[src/rtl/conv_enc_ctrl.sv]
// conv_enc_ctrl: frame sequencer for conv_enc; define CONV_ENC_CTRL_ABORT_EN to add abort/aborted
module conv_enc_ctrl #(
  parameter int N = 6,
  parameter int MAX_LEN = 1024,
  parameter int LW = $clog2(MAX_LEN + 1)
) (
  input  logic          clk,
  input  logic          reset,
  input  logic          start,
  input  logic [N-1:0]  cfg_mask0,
  input  logic [N-1:0]  cfg_mask1,
  input  logic [LW-1:0] frame_len,
  output logic          busy,
  input  logic          in_valid,
  input  logic          in_bit,
  output logic          in_ready,
  output logic          out_valid,
  output logic [1:0]    out_sym,
  output logic          out_last,
  input  logic          out_ready,
  output logic          done,
  output logic          enc_data_in,
  output logic [1:0]    enc_load_mask,
  output logic [N-1:0]  enc_mask,
  input  logic [1:0]    enc_data_out
`ifdef CONV_ENC_CTRL_ABORT_EN
  ,
  input  logic          abort,
  output logic          aborted
`endif
);
  localparam int CW = LW > $clog2(N + 1) ? LW : $clog2(N + 1);
  typedef enum logic [2:0] {IDLE, CFG0, CFG1, CLEAR, DATA, TAIL, DRAIN, DONE} state_t;
  state_t state, state_n;
  logic [N-1:0] m0, m1;
  logic [LW-1:0] len;
  logic [CW-1:0] cnt, cnt_n;
  logic emit, emit_last, can_emit, abt;
  assign can_emit = !out_valid || out_ready;
  assign busy = state != IDLE;
  assign done = state == DONE;
  assign out_sym = enc_data_out;
`ifdef CONV_ENC_CTRL_ABORT_EN
  assign abt = abort && busy;
  always_ff @(posedge clk)
    aborted <= !reset && abt;
`else
  assign abt = 1'b0;
`endif
  always_comb begin
    state_n = state;
    cnt_n = cnt;
    emit = 1'b0;
    emit_last = 1'b0;
    in_ready = 1'b0;
    enc_load_mask = 2'b01;
    enc_mask = m0;
    enc_data_in = 1'b0;
    if (abt) begin
      state_n = IDLE;
      cnt_n = '0;
    end else begin
      case (state)
        IDLE: state_n = start ? CFG0 : IDLE;
        CFG0: state_n = CFG1;
        CFG1: begin
          enc_load_mask = 2'b10;
          enc_mask = m1;
          state_n = CLEAR;
        end
        CLEAR: begin
          enc_load_mask = 2'b00;
          cnt_n = cnt + CW'(1);
          if (cnt == CW'(N - 1)) begin
            cnt_n = '0;
            state_n = len == '0 ? DONE : DATA;
          end
        end
        DATA: begin
          in_ready = can_emit;
          if (in_valid && can_emit) begin
            enc_load_mask = 2'b00;
            enc_data_in = in_bit;
            emit = 1'b1;
            cnt_n = cnt + CW'(1);
            if (cnt == CW'(len) - CW'(1)) begin
              cnt_n = '0;
              state_n = TAIL;
            end
          end
        end
        TAIL: begin
          if (can_emit) begin
            enc_load_mask = 2'b00;
            emit = 1'b1;
            cnt_n = cnt + CW'(1);
            if (cnt == CW'(N - 2)) begin
              cnt_n = '0;
              emit_last = 1'b1;
              state_n = DRAIN;
            end
          end
        end
        DRAIN: state_n = (out_valid && out_ready && out_last) ? DONE : DRAIN;
        DONE: state_n = IDLE;
        default: state_n = IDLE;
      endcase
    end
  end
  always_ff @(posedge clk) begin
    if (reset) begin
      state <= IDLE;
      cnt <= '0;
      m0 <= '0;
      m1 <= '0;
      len <= '0;
      out_valid <= 1'b0;
      out_last <= 1'b0;
    end else begin
      state <= state_n;
      cnt <= cnt_n;
      if (state == IDLE && start) begin
        m0 <= cfg_mask0;
        m1 <= cfg_mask1;
        len <= frame_len > LW'(MAX_LEN) ? LW'(MAX_LEN) : frame_len;
      end
      out_valid <= !abt && (emit || (out_valid && !out_ready));
      out_last <= !abt && (emit ? emit_last : out_last && !out_ready);
    end
  end
endmodule

[config.mk]
export PLATFORM = sky130hd
export DESIGN_NAME = conv_enc_ctrl
export DESIGN_NICKNAME = d
export VERILOG_FILES = /design/src/rtl/conv_enc_ctrl.sv
export SDC_FILE = /design/constraint.sdc
export NUM_CORES = 1
export LEC_CHECK = 0
export BUFFER_PORTS_ARGS = -buffer_cell sky130_fd_sc_hd__buf_2
export CORE_ASPECT_RATIO = 1.1
export CORE_MARGIN = 5
export CORE_UTILIZATION = 30
export CTS_CLUSTER_SIZE = 12
export DETAILED_ROUTE_END_ITERATION = 16
export HOLD_SLACK_MARGIN = 0.03
export PLACE_DENSITY_LB_ADDON = 0.2
export SKIP_LAST_GASP = 1
export SYNTH_ARGS = -nofsm -noshare
export SYNTH_HDL_FRONTEND = slang
export SYNTH_SLANG_ARGS = --single-unit
[constraint.sdc]
create_clock -name clk -period 3.1 [get_ports clk]
set_input_delay 0.93 -clock clk [delete_from_list [all_inputs] [get_ports clk]]
set_output_delay 0.93 -clock clk [all_outputs]
set_load 0.02 [all_outputs]
==> impl_metrics.py <==
metrics = {
    "synthesis": {
        "post-synth-top-count-cell": "sky130_fd_sc_hd__nand2_1",
        "dominantRegCellSynth": "sky130_fd_sc_hd__dfxtp_1",
        "yosys_register_bits": 39,
        "synth_sequential_area_ratio_pct": 32.5,
        "synthDistinctLibCells": 55,
        "synth_area_leaders": "sky130_fd_sc_hd__dfxtp_1 33%, sky130_fd_sc_hd__nand2_1 8.3%, sky130_fd_sc_hd__a21oi_1 6.9%, sky130_fd_sc_hd__ha_1 3.6%, sky130_fd_sc_hd__mux2_2 3.3%",
        "synth-warning-count": 0,
        "asyncSetResetFlopFracSynth_pct": 0,
        "synth_common_cells": "53 x sky130_fd_sc_hd__nand2_1, 39 x sky130_fd_sc_hd__dfxtp_1, 33 x sky130_fd_sc_hd__a21oi_1",
        "synth_nets": 343,
        "yosys.area.top_type_share_pct": 32.5,
        "number_of_enable_flip_flop_cells_after_synthesis": 0,
        "synth.avg_cell_area_sq_um": 7.87,
        "synth_largest_area_cell": "sky130_fd_sc_hd__dfxtp_1",
        "syn-cell-area_sq_um": 2400,
        "synthesis.instances": 305,
    },
    "clock_tree": {
        "tritoncts": "yes",
        "numCtsBuffers": 5,
        "path_clk_slew_ps": 80,
        "clockRootBuffer": "sky130_fd_sc_hd__clkbuf_8",
        "cts_post_setup_buffers_inserted": 0,
        "cts.htree.levels": 2,
        "number_of_hold_buffers_added_after_cts": 0,
        "cts.path.max_buffers": 2,
        "cts_resized": 0,
        "clk-insertion-delay-late_ps": 300,
        "clock_sink_count": 39,
    },
    "placed_design": {
        "gpl.final_weighted_congestion": 0.782,
        "placedInstanceArea_sq_um": 2690,
        "dp_wirelength_mm": 4.51,
        "place.port_buffers": 42,
    },
    "critical_path": {
        "worst_setup_path_endpoint": "enc_mask[3]",
        "timing.reg2reg.worst_path_depth": 9,
        "rr_endpoint": "cnt[3]$_SDFFE_PP0P_",
        "setup.worst_path.start": "state[1]$_SDFFE_PP0P_",
        "path_class": "reg2out",
        "worst-endpoint-required_ps": 2170,
        "crit_path_start_kind": "register",
        "r2r_start": "len[0]$_SDFFE_PP0P_",
        "timing.critical_path.arrival_ps": 1890,
        "regToRegSetupSlack_ps": 520,
        "worstSetupEndpointType": "output pin",
        "worstPathMaxFanout": 10,
    },
    "final_layout": {
        "final_cell_area_sq_um": 2780,
        "diodes": 0,
        "syn2layout_area_growth_pct": 16.0,
        "num-nets-final": 380,
        "fraction_of_layout_cells_with_a_size_suffix_above_1_pct": 21.9,
        "layout.filler_cells": 852,
    },
    "floorplan": {
        "die_h_um": 104,
        "top_level_ports": 47,
        "floorplan.die.width_um": 95.3,
        "core_area_sq_um": 7870,
        "effective_utilization_at_floorplan_pct": 30.5,
        "num_rows": 34,
        "overall_die_area_sq_um": 9890,
    },
    "grt": {
        "gr_busiest_metal": "met2",
        "grt_start_max_net_pins": 33,
        "gr-usage-met2_pct": 19.3,
        "first_global_vias": 2177,
        "grt_antenna_before_repair": 0,
        "grt_first_pass_wirelength_mm": 10.1,
        "grtUsageMet1_pct": 16.5,
        "globalRoute.totalOverflow": 0,
        "globalRouteMet3Util_pct": 3.19,
        "gr-usage-all-layers_pct": 12.4,
    },
    "drt": {
        "detail_route.drc_violations": 0,
        "vias": 2265,
        "drt.antenna.violating_nets": 0,
        "route.detailed.wl_per_inst_um": 13.4,
        "routed_wl_mm": 6.04,
        "via_per_inst": 5.02,
        "first_iter_violations": 61,
        "drt_pass1_iterations": 4,
    },
    "sta": {
        "setup-tns-final_ps": 0,
        "slew_of_the_pin_with_the_lowest_slew_margin_ps": 702,
        "layout_min_cycle_time_ps": 2820,
        "finalCritPeriodShare_pct": 91.0,
        "finalMaxSlewViolations": 0,
        "setup-violations-final": 0,
        "rsz0062_at_grt": "no",
        "max_freq_ghz": 0.354,
        "finalClockSkew_ps": 6.18,
        "hold_viol_final": 0,
        "max_slew_margin_pct": 53.2,
    },
    "run_status": {
        "status": "complete, no violations",
    },
    "pwr": {
        "clockPowerShare_pct": 20.5,
        "cellInternalPower_mw": 1.00,
        "switching_share_pct": 41.3,
        "power.density_cell_area_nw_per_um2": 613,
        "leakage_nw": 1.09,
        "comb_power_share_pct": 40.5,
        "max-vdd-ir-drop_v": 0.000316,
        "sequentialPowerShare_pct": 39.0,
        "p_switching_mw": 0.706,
        "sum_of_internal_switching_and_leakage_power_mw": 1.71,
    },
    "min_path": {
        "timing.hold.worst.start": "m1[2]$_SDFFE_PP0P_",
        "hold_path.class": "reg2reg",
    },
    "run": {
        "cap_viol_max_count": 0,
    },
}
how the worst min path moves through the flow:
stage / to / slack (ps) / depth (start not counted)
floorplan: m1[0]$_SDFFE_PP0P_ / 430 / 2
global placement: m1[5]$_SDFFE_PP0P_ / 440 / 2
detailed placement: m1[2]$_SDFFE_PP0P_ / 450 / 2
CTS: m1[2]$_SDFFE_PP0P_ / 460 / 2
global route: m1[4]$_SDFFE_PP0P_ / 480 / 2
finish: m1[2]$_SDFFE_PP0P_ / 450 / 2
power groups by stage:
stage	clock [mW]	combinational, mW	sequential (mW)
after floorplan	0	0.565	0.625
after global placement	0	0.692	0.676
after detailed placement	0	0.696	0.677
after CTS	0.364	0.700	0.665
after global routing	0.388	0.774	0.678
final	0.350	0.691	0.666
cell usage in the layout, fill, tap and decap left out, drive strengths merged, types with 4 or more instances in the layout:
| cell type | count |
|---|---|
| and3 | 10 |
| o21ai | 12 |
| xnor2 | 6 |
| nand3 | 8 |
| nand2b | 4 |
| o22ai | 6 |
| xor2 | 7 |
| dfxtp | 39 |
| mux2 | 7 |
| clkbuf | 5 |
| nor4 | 4 |
| nor3 | 8 |
| buf | 45 |
| nand4 | 6 |
| ha | 7 |
| nand3b | 7 |
| nor2 | 20 |
| inv | 11 |
| nand2 | 54 |
| a21oi | 33 |
final cells by class:
class,count,area [sq um],share of cell area (%)
multi-input cells,240,1500,54.0
well taps,108,135,4.86
inverters,11,41.3,1.48
repair buffers,45,233,8.36
clock inverters,3,20.0,0.719
clock buffers,5,68.8,2.47
flip-flops and latches,39,781,28.1
cells by family (layout without fill, tap and decap cells):
kind of cell | Yosys count | in the layout | synth area share [%]
compound gates | 76 | 76 | 20.8
xor+xnor | 13 | 13 | 4.74
mux | 10 | 10 | 4.54
buf+inv | 26 | 64 | 4.80
fa+ha+maj | 7 | 7 | 3.65
flops | 39 | 39 | 32.5
simple gates | 134 | 134 | 29.0
sequential cells by signal (all words and copies together) (netlist names):
| signal | count |
|---|---|
| m1 | 6 |
| out_last | 1 |
| m0 | 6 |
| len | 11 |
| cnt | 11 |
| out_valid | 1 |
| state | 3 |
metrics by stage:
stage | instances | worst slack (ps) | hold slack [ps] | utilization (%)
detailed placement | 443 | 428 | 447 | 34.2
finish | 451 | 279 | 455 | 35.4
global placement | 443 | 441 | 440 | 34.2
global route | 451 | 190 | 479 | 35.4
floorplan | 305 | 372 | 433 | -
CTS | 451 | 291 | 459 | 35.4
routing by layer:
layer	vias up	routed length [um]
met3	10	257
met2	45	2760
met5	-	0
met1	1051	2920
met4	0	91
li1	1159	-
critical path: stages, from the launching register on:
cell	delay (ps)
sky130_fd_sc_hd__dfxtp_1	560
sky130_fd_sc_hd__inv_1	150
sky130_fd_sc_hd__nor3_1	200
sky130_fd_sc_hd__buf_4	190
sky130_fd_sc_hd__mux2_2	340
sky130_fd_sc_hd__buf_2	160
(Power assumes the default switching activity.)
